<file path="src/rtl/tlp_snoop_arb.sv">
// Round-robin arbiter that forwards whole TLPs from NUM_CH snoop channels as one
// AXI-Stream packet each, prefixed by a NetTLP metadata beat (seq, channel, timestamp).
module tlp_snoop_arb #(
  parameter int unsigned NUM_CH     = 2,
  parameter int unsigned DATA_WIDTH = 64,
  parameter int unsigned KEEP_WIDTH = DATA_WIDTH / 8,
  parameter int unsigned MAX_BEATS  = 64,
  parameter int unsigned TS_WIDTH   = 32
) (
  input  logic                           eth_clk,
  input  logic                           eth_rst_n,
  input  logic [NUM_CH-1:0]              s_tvalid,
  output logic [NUM_CH-1:0]              s_tready,
  input  logic [NUM_CH*DATA_WIDTH-1:0]   s_tdata,
  input  logic [NUM_CH*KEEP_WIDTH-1:0]   s_tkeep,
  input  logic [NUM_CH-1:0]              s_tlast,
  input  logic [NUM_CH-1:0]              ch_enable,
  output logic                           m_tvalid,
  input  logic                           m_tready,
  output logic [DATA_WIDTH-1:0]          m_tdata,
  output logic [KEEP_WIDTH-1:0]          m_tkeep,
  output logic                           m_tlast,
  output logic                           m_tuser,
  output logic [31:0]                    fwd_cnt,
  output logic [31:0]                    drop_cnt,
  output logic [31:0]                    trunc_cnt
);

  localparam int unsigned CH_W   = (NUM_CH > 1) ? $clog2(NUM_CH) : 1;
  localparam int unsigned BEAT_W = 8;
  localparam int unsigned SEQ_W  = 16;
  localparam int unsigned CNT_W  = 32;

  typedef enum logic [2:0] {S_IDLE, S_HDR, S_DATA, S_TRUNC, S_DROP} state_t;

  state_t              state_q, state_d;
  logic [CH_W-1:0]     grant_q, grant_d;
  logic [CH_W-1:0]     rr_q, rr_d;
  logic [TS_WIDTH-1:0] ts_q, ts_d;
  logic [TS_WIDTH-1:0] ts_lat_q, ts_lat_d;
  logic [BEAT_W-1:0]   beat_q, beat_d;
  logic [SEQ_W-1:0]    seq_q [NUM_CH];
  logic [SEQ_W-1:0]    seq_d [NUM_CH];
  logic [CNT_W-1:0]    fwd_q, fwd_d, drop_q, drop_d, trunc_q, trunc_d;

  logic                  arb_hit;
  logic [CH_W-1:0]       arb_idx;
  logic [CH_W-1:0]       cand;
  logic [DATA_WIDTH-1:0] sel_data;
  logic [KEEP_WIDTH-1:0] sel_keep;
  logic                  sel_valid;
  logic                  sel_last;
  logic                  at_max;
  logic [DATA_WIDTH-1:0] hdr_word;

  function automatic logic [CNT_W-1:0] sat_inc(input logic [CNT_W-1:0] v);
    return (v == '1) ? v : v + CNT_W'(1);
  endfunction

  // First requesting channel at or after rr_ptr, wrapping modulo NUM_CH
  always_comb begin
    arb_hit = 1'b0;
    arb_idx = rr_q;
    cand    = '0;
    for (int unsigned i = 0; i < NUM_CH; i++) begin
      cand = CH_W'((32'(rr_q) + i) % NUM_CH);
      if (!arb_hit && s_tvalid[cand]) begin
        arb_hit = 1'b1;
        arb_idx = cand;
      end
    end
  end

  assign sel_data  = s_tdata[32'(grant_q) * DATA_WIDTH +: DATA_WIDTH];
  assign sel_keep  = s_tkeep[32'(grant_q) * KEEP_WIDTH +: KEEP_WIDTH];
  assign sel_valid = s_tvalid[grant_q];
  assign sel_last  = s_tlast[grant_q];
  assign at_max    = (beat_q == BEAT_W'(MAX_BEATS - 1));
  assign hdr_word  = DATA_WIDTH'({seq_q[grant_q], 8'(grant_q), 8'h00, 32'(ts_lat_q)});

  always_comb begin
    state_d   = state_q;
    grant_d   = grant_q;
    rr_d      = rr_q;
    ts_d      = ts_q + TS_WIDTH'(1);
    ts_lat_d  = ts_lat_q;
    beat_d    = beat_q;
    seq_d     = seq_q;
    fwd_d     = fwd_q;
    drop_d    = drop_q;
    trunc_d   = trunc_q;
    m_tvalid  = 1'b0;
    m_tdata   = '0;
    m_tkeep   = '0;
    m_tlast   = 1'b0;
    m_tuser   = 1'b0;
    s_tready  = '0;
    case (state_q)
      S_IDLE: begin
        if (arb_hit) begin
          grant_d  = arb_idx;
          rr_d     = CH_W'((32'(arb_idx) + 32'd1) % NUM_CH);
          ts_lat_d = ts_q;
          beat_d   = '0;
          state_d  = ch_enable[arb_idx] ? S_HDR : S_DROP;
        end
      end
      S_HDR: begin
        m_tvalid = 1'b1;
        m_tkeep  = '1;
        m_tdata  = hdr_word;
        if (m_tready) state_d = S_DATA;
      end
      S_DATA: begin
        m_tvalid          = sel_valid;
        m_tdata           = sel_data;
        m_tkeep           = sel_keep;
        m_tlast           = sel_last | at_max;
        m_tuser           = at_max & ~sel_last;
        s_tready[grant_q] = m_tready;
        if (sel_valid && m_tready) begin
          beat_d = beat_q + BEAT_W'(1);
          if (sel_last || at_max) begin
            seq_d[grant_q] = seq_q[grant_q] + SEQ_W'(1);
            fwd_d          = sat_inc(fwd_q);
            state_d        = sel_last ? S_IDLE : S_TRUNC;
            if (!sel_last) trunc_d = sat_inc(trunc_q);
          end
        end
      end
      S_TRUNC: begin
        s_tready[grant_q] = 1'b1;
        if (sel_valid && sel_last) state_d = S_IDLE;
      end
      S_DROP: begin
        s_tready[grant_q] = 1'b1;
        if (sel_valid && sel_last) begin
          drop_d  = sat_inc(drop_q);
          state_d = S_IDLE;
        end
      end
      default: state_d = S_IDLE;
    endcase
  end

  always_ff @(posedge eth_clk or negedge eth_rst_n) begin
    if (!eth_rst_n) begin
      state_q  <= S_IDLE;
      grant_q  <= '0;
      rr_q     <= '0;
      ts_q     <= '0;
      ts_lat_q <= '0;
      beat_q   <= '0;
      fwd_q    <= '0;
      drop_q   <= '0;
      trunc_q  <= '0;
      for (int unsigned c = 0; c < NUM_CH; c++) seq_q[c] <= '0;
    end else begin
      state_q  <= state_d;
      grant_q  <= grant_d;
      rr_q     <= rr_d;
      ts_q     <= ts_d;
      ts_lat_q <= ts_lat_d;
      beat_q   <= beat_d;
      fwd_q    <= fwd_d;
      drop_q   <= drop_d;
      trunc_q  <= trunc_d;
      seq_q    <= seq_d;
    end
  end

  assign fwd_cnt   = fwd_q;
  assign drop_cnt  = drop_q;
  assign trunc_cnt = trunc_q;

endmodule

</file>
<file path="config.mk">
export PLATFORM = sky130hd
export DESIGN_NAME = tlp_snoop_arb
export DESIGN_NICKNAME = d
export VERILOG_FILES = /design/src/rtl/tlp_snoop_arb.sv
export SDC_FILE = /design/constraint.sdc
export NUM_CORES = 1
export LEC_CHECK = 0
export CORE_UTILIZATION = 40
export DETAILED_ROUTE_END_ITERATION = 6
export DONT_BUFFER_PORTS = 1
export PLACE_DENSITY_LB_ADDON = 0.15
export SLEW_MARGIN = 20
export SYNTH_ARGS = -nofsm -noshare
export SYNTH_HDL_FRONTEND = slang
export SYNTH_SLANG_ARGS = --single-unit
</file>
<file path="constraint.sdc">
create_clock -name eth_clk -period 4 [get_ports eth_clk]
set_input_delay 1.2 -clock eth_clk [delete_from_list [all_inputs] [get_ports eth_clk]]
set_output_delay 1.2 -clock eth_clk [all_outputs]
set_load 0.02 [all_outputs]
</file>
==> summary.txt, run 1 <==
Die
  – Initial core utilization: approximately two fifths
  – Std-Cell Rows: 59
  – # IOs: approximately 330
  – Die X: 166 um
  – Placeable Area: between 20000 and 30000 um2
  – Die Y-Extent: around 170 um
  – Die ar.: about 28000 um2

Synth
  – Flops & latches, synth: between 200 and 250
  – EDFF count, synth: 0
  – Yosys top cell area share: around 48%
  – Syn_area_per_cell: 10.2 um2
  – Most instantiated library cell after synthesis: dfrtp_1
  – Cells after synthesis: approximately 1100
  – Largest area contributor in the netlist: dfrtp_1
  – Mapped Area: about 11000 um2
  – Main synth FF type: dfrtp_1
  – Ys Warns: 0
  – Net Count, Synth: 1217
  – FFs w/ async S/R, synth: between 90% and 100%
  – Ranking of synthesized cells by area: dfrtp_1 48%, mux2i_1 8.4%, xnor2_1 7.0%
  – Post-synthesis sequential area ratio: between 40% and 50%
  – Most common library cells after synthesis: 205 x dfrtp_1, 121 x nand2_1, 91 x nor2_1
  – Cell variety after synth: 53

Finish
  – Multi-input logic area: ~5400 um2
  – Share of layout cells above drive strength 1: between 10 and 15%
  – # diodes: 0
  – P&R area growth vs syn: 12.9%
  – Register area: approximately 5100 um2
  – Fillers: between 2000 and 2500
  – Final #Nets: between 1000 and 1500

Pwr
  – Leak pwr: ~5.7 nW
  – NetSw: 2.18 mW
  – Combinational Power Share: roughly 28%
  – Peak VDD IR: between 0.0003 and 0.0004 V
  – Sequential Power Share: between 30% and 40%
  – PwrDens: ~530 nW/um2
  – Clk pwr share: 34.6%
  – Net Sw Frac: roughly a third
  – Cell Int Power: roughly 4.3 mW

Detailed routing
  – Vias: between 7000 and 8000
  – DR pass1 iterations: 6
  – Max Used Layer: met4
  – Met3 Wirelength: 1700 um
  – DR iter-0 viols: about 370
  – Final wirelength: roughly 26000 um
  – M1 WL: approximately 11000 um
  – DR WL met2: 12300 um
  – Avg WL per Cell: ~18 um
  – Residual DRC: 24
  – Post-route ant nets: 0
  – Vias per inst: 5.48

Timing
  – Worst slew pin tran: approximately 0.86 ns
  – Setup TNS: 0 ns
  – RSZ-0062 raised after global routing: no
  – Slew HR: ~42%
  – Max Clk Rate: about 270 MHz
  – Final hold vios: 0
  – Setup WS post-layout: 0.350 ns
  – Period minus WS final: 3.65 ns
  – Pins Over Slew Limit: 0
  – Final setup violation count: 0
  – Period utilization: 91.2%
  – Setup Skew: roughly 0.010 ns

Placement
  – RePlAce Congestion: 0.789
  – Place WS: around 0.67 ns
  – Port Buffers: 0
  – Dpl hpwl: approximately 18000 um

Clocking
  – CTS Buffer Depth: 3
  – Sink Count: just over 200
  – TritonCTS clock tree: built
  – Reg clk slew, reported paths: approximately 0.06 ns
  – Num CTS Buffers: 25
  – CTS Root Cell: clkbuf_16
  – Post-CTS setup buffer count: 0
  – H-tree levels: 1
  – Clock Latency Late Sink: ~0.51 ns
  – Hold-fix buffers, CTS: 0

Worst setup path
  – Levels on crit path: 4
  – CP Cell Sequence: nor2_1 > nand2_4 > buf_4 > o22ai_1
  – Reg2Reg Depth: 6
  – CP max stage cell: dfrtp_1
  – Critical path class: reg2out
  – Crit path buffers/inverters: 1
  – CP peak stage delay: 0.48 ns
  – Worst reg2reg path endpoint: fwd_cnt[11]
  – Setup crit end: m_tdata[62]
  – Arr. time, crit path: approximately 2.5 ns
  – RR Startpoint: state_q[1]
  – FF-to-FF setup slack: 1.27 ns
  – Critical path origin: state_q[2]
  – Startpoint Class: flop
  – CP delay by family, top: simple AND/OR/NAND/NOR gates
  – Critical Path RT: approximately 2.8 ns
  – CP Capture Type: output pin
  – Worst-path maximum fanout: 39

Run status
  – Failing checks: DRC
  – Status: finished with violations

Job
  – # Max-Cap Violations: 0

GRT
  – Gr ovfl total: 0
  – Initial antenna violation count: 1
  – Vias in the first global route: about 7900
  – All-Layer GR Usage: 18.7%
  – Largest net degree at the start of global routing: around 210
  – First-pass GRT wire length: roughly 42000 um

Worst hold path
  – Min-delay worst type: in2async
## power groups by stage
stage          sequential [mW]  combinational (mW)  clock [mW]
2_1_floorplan             2.29                1.48           0
3_3_place_gp              2.42                1.81           0
3_5_place_dp              2.42                1.83           0
4_1_cts                   2.39                1.83        2.30
5_1_grt                   2.41                1.95        2.37
6_report                  2.39                1.82        2.23
## cells by family (layout without fill, tap and decap cells)
group / count (synthesis) / in the layout / synth area share, %
AO/OA/AOI/OAI: 93 / 93 / 5.08
XOR/XNOR: 151 / 151 / 12.3
adder cells (fa/ha/maj): 6 / 6 / 0.697
buffers and inverters: 55 / 99 / 2.15
flip-flops: 205 / 205 / 47.6
multiplexers: 130 / 130 / 12.5
AND/OR/NAND/NOR: 418 / 418 / 19.7
## stage by stage
step | hold WS (ns) | utilization, % | cell area [um2] | std cells | total power, mW
after floorplan | 0.438 | - | 10800 | 1058 | 3.77
after global placement | 0.454 | 43.2 | 11400 | 1396 | 4.23
after detailed placement | 0.458 | 43.2 | 11400 | 1396 | 4.25
after CTS | 0.361 | 46.3 | 12200 | 1437 | 6.52
after global routing | 0.358 | 46.3 | 12200 | 1437 | 6.74
final | 0.381 | 46.3 | 12200 | 1437 | 6.43
## worst reg2reg max path, delay by kind of cell (launching register included)
family          cells  cell delay (ns)
compound gates      1             0.65
simple gates        4             1.18
xor+xnor            1             0.15
flops               1             0.61
## per-layer routing
metal	track usage, %	up-vias
met5	0	-
met4	5.20	0
met2	31.5	254
met3	4.43	36
met1	24.0	3797
li1	-	3783
## registers in the layout (all words and copies together) (netlist names)
name	cells
drop_cnt	32
fwd_cnt	32
seq_q	32
trunc_cnt	32
ts_lat_q	32
ts_q	32
beat_q	8
state_q	3
grant_q	1
rr_q	1
## layout by cell type, fill, tap and decap left out, drive strengths merged, types with 3 or more instances in the layout
cell type / Yosys / layout
bufinv: 0 / 3
nand2: 121 / 121
and3: 23 / 23
and4: 20 / 20
or2: 3 / 3
nand3: 53 / 53
o21ai: 49 / 49
dfrtp: 205 / 205
a211oi: 3 / 3
clkbuf: 23 / 33
and2: 5 / 5
a31oi: 3 / 3
nor4: 12 / 12
o22ai: 17 / 17
o21a: 3 / 3
nand4: 42 / 42
ha: 6 / 6
inv: 16 / 17
clkinvlp: 0 / 3
or3: 6 / 6
xnor2: 86 / 86
nor2: 91 / 91
nor3: 24 / 24
buf: 16 / 42
nor2b: 5 / 5
xor2: 65 / 65
mux2i: 90 / 90
a21oi: 9 / 9
mux2: 40 / 40
## layout make-up
class	count	share of cell area, %
clock buffers	33	5.55
clock inverters	8	1.04
inverters	16	0.493
multi-input cells	798	44.6
flip-flops and latches	205	42.2
well taps	335	3.44
repair buffers	42	2.69
## worst min-delay path by stage
| stage | from | end |
|---|---|---|
| after CTS | eth_rst_n | drop_cnt[20] |
| after global placement | seq_q[28] | seq_q[28] |
| after global routing | eth_rst_n | drop_cnt[23] |
| after detailed placement | seq_q[29] | seq_q[29] |
| final | eth_rst_n | drop_cnt[23] |
| after floorplan | seq_q[28] | seq_q[28] |
## repair_timing
| action | 4_1_cts | 5_1_grt |
|---|---|---|
| gates resized for setup | 0 | 1 |
| endpoints found under the hold margin | 0 | 0 |
| endpoints found under the setup margin | 0 | 17 |
Note: power is estimated with default switching activity, not from simulation.
==> run 2, diff against run 1 <==
--- a/config.mk
+++ b/config.mk
@@ -5,9 +5,10 @@
 export SDC_FILE = /design/constraint.sdc
 export NUM_CORES = 1
 export LEC_CHECK = 0
-export CORE_UTILIZATION = 40
+export CORE_UTILIZATION = 45
 export DETAILED_ROUTE_END_ITERATION = 6
 export DONT_BUFFER_PORTS = 1
+export GPL_TIMING_DRIVEN = 0
 export PLACE_DENSITY_LB_ADDON = 0.15
 export SLEW_MARGIN = 20
 export SYNTH_ARGS = -nofsm -noshare
==> run 2 against run 1 <==
Highest routed layer unchanged; clock skew increased by 0.0028 ns; utilization increased by 5.2 points; hold slack improved by 0.010 ns; clock power increased by 7%; the flow now finishes without violations; sequential power decreased by 5%; first-iteration DRC count decreased by 9.4%.
==> summary.txt, run 2 (synthesis results as in run 1) <==
Die
  – Die Y-Extent: 157 um (-5.7%)
  – Std-Cell Rows: 56 (-5.1%)
  – Placeable Area: 23500 um2 (-11%)
  – # IOs: 326 (unchanged)
  – Die X: 157 um (-5.7%)
  – Initial core utilization: 45.9% (+4.9 points)
  – Die ar.: 24600 um2 (-11%)

Timing
  – Max Clk Rate: 260 MHz (-5.2%)
  – Final hold vios: 0 (unchanged)
  – Slew HR: 45.5% (+3.1 points)
  – RSZ-0062 raised after global routing: no
  – Pins Over Slew Limit: 0 (unchanged)
  – Period minus WS final: 3.85 ns (+0.200 ns)
  – Setup Skew: 0.0128 ns (+0.00278 ns)
  – Period utilization: 96.2% (+5.0 points)
  – Final setup violation count: 0 (unchanged)
  – Worst slew pin tran: 0.818 ns (-0.0386 ns)
  – Setup WS post-layout: 0.151 ns (-0.200 ns)
  – Hold slack: 0.391 ns (+0.0102 ns)
  – Setup TNS: 0 ns (unchanged)

Worst setup path
  – CP dominant cell by count: clkbuf_1
  – Critical Path RT: 2.80 ns (about the same)
  – Levels on crit path: 6 (+2)
  – CP Cell Sequence: buf_6 > inv_1 > or3_1 > clkbuf_1 > clkbuf_1 > o22ai_1
  – RR Startpoint: state_q[1]
  – Worst-path maximum fanout: 10 (-74%)
  – Critical path origin: state_q[0]
  – Startpoint Class: flop
  – CP delay by family, top: buffers and inverters
  – Arr. time, crit path: 2.65 ns (+0.20 ns)
  – CP max stage cell: o22ai_1
  – Reg2Reg Depth: 7 (+1)
  – CP Capture Type: output pin
  – Critical path class: reg2out
  – CP peak stage delay: 0.56 ns (+0.08 ns)
  – Crit path buffers/inverters: 4 (+3)

Finish
  – Share of layout cells above drive strength 1: 10.4% (-1.8 points)
  – Commonest non-fill, non-tap cells in the layout: 205 x dfrtp_1, 120 x nand2_1, 91 x nor2_1
  – P&R area growth vs syn: 12.2%
  – Design area: 12100 um2 (-0.65%)
  – Final core occ: 51.5% (+5.2 points)
  – Non-Filler Instances: 1421 (-1.1%)
  – Final #Nets: 1243 (-0.32%)
  – Commonest non-fill, non-tap cell in the layout: dfrtp_1
  – Fillers: 2193 (-12%)

Clocking
  – Sink Count: 205 (unchanged)
  – Hold-fix buffers, CTS: 0 (unchanged)
  – TritonCTS clock tree: built
  – H-tree levels: 1 (unchanged)
  – CTS Buffer Depth: 3 (unchanged)
  – Num CTS Buffers: 25 (unchanged)
  – CTS Root Cell: clkbuf_16
  – Reg clk slew, reported paths: 0.06 ns (about the same)
  – Clock Latency Late Sink: 0.51 ns (about the same)

Pwr
  – Power Total: 6.56 mW (+2.0%)
  – Peak VDD IR: 0.000301 V (-5.7%)
  – PwrDens: 543 nW/um2 (+2.7%)
  – Leak pwr: 5.58 nW (-1.5%)

Placement
  – Placed insts: 1377 (-1.4%)
  – Port Buffers: 0 (unchanged)
  – RePlAce Congestion: 0.824 (+4.4%)
  – Place WS: -0.00883 ns (-0.678 ns)
  – Placed cell areas: 11200 um2 (-1.7%)
  – Dpl hpwl: 19500 um (+7.3%)

Job
  – # Max-Cap Violations: 0 (unchanged)

GRT
  – Largest net degree at the start of global routing: 206 (unchanged)
  – All-Layer GR Usage: 21.7% (+3.0 points)
  – First-pass GRT wire length: 41800 um (-0.53%)
  – Initial antenna violation count: 0 (-1)
  – Gr ovfl total: 0 (unchanged)
  – Vias in the first global route: 7771 (-1.1%)

Detailed routing
  – Final wirelength: 27100 um (+4.3%)
  – Post-route ant nets: 0 (unchanged)
  – Avg WL per Cell: 19.1 um (+5.5%)
  – DR pass1 iterations: 5 (-1)
  – Residual DRC: 0 (-100%)
  – Vias: 7945 (+0.95%)
  – DR iter-0 viols: 339 (-9.4%)
  – Vias per inst: 5.59 (+2.1%)

Run status
  – Status: complete, no violations

Worst hold path
  – Min-delay worst type: in2async
[run 2: cell types whose count changed in the layout (fill, tap and decap cells not counted), moves of 5 or more]
cell      delta
clkbuf_8     +5
clkbuf_1    +20
buf_4       -40
o21ai_0      -8
o21ai_1      +8
buf_2       +12
[run 2: worst reg2reg max path, cell delays in order, from the launching register on]
cell and delay [ns]:
dfrtp_1 0.39, clkbuf_1 0.25, nor3b_1 0.30, o21ai_0 0.31, nor3_1 0.64, nand2_1 0.23
nor3_1 0.23, xor2_1 0.16
[run 2: final cells by class]
type                    instances  area (um2)  share of cell area (%)
multi-input cells             798        5440                    45.0
flip-flops and latches        205        5130                    42.4
clock buffers                  37         741                    6.13
well taps                     319         399                    3.30
plain buffers                  38         178                    1.47
clock inverters                 7         140                    1.16
inverters                      16        60.1                   0.497
diodes                          1        2.50                  0.0207
[run 2: repair_timing]
| item | CTS | global route |
|---|---|---|
| cloned | 0 | 0 |
| resized for setup | 5 | 12 |
| pin swaps | 0 | 0 |
| endpoints found under the setup margin | 75 | 17 |
| setup buffers | 0 | 0 |
[run 2: final timing paths]
| check | to | slack [ns] |
|---|---|---|
| hold reg to reg | seq_q[28] | 0.46 |
| setup reg to reg | drop_cnt[22] | 1.43 |
| setup / recovery | m_tdata[61] | 0.15 |
| min in group eth_clk | seq_q[28] | 0.46 |
| max in group asynchronous | fwd_cnt[25] | 3.35 |
| hold / removal | drop_cnt[20] | 0.39 |
[run 2: routing by layer]
metal	wire, um	share of wire, %	vias to the layer above	GRT usage, %
met3	1390	5.1	32	3.38
met2	12900	48	270	36.4
li1	-	-	3783	-
met5	0	0	-	0
met4	392	1.4	0	4.72
met1	12400	46	3860	29.5
[run 2: where the power goes]
part / internal [mW] / switching [mW]
combinational: 0.609 / 1.28
clock: 1.53 / 0.862
sequential: 2.17 / 0.112
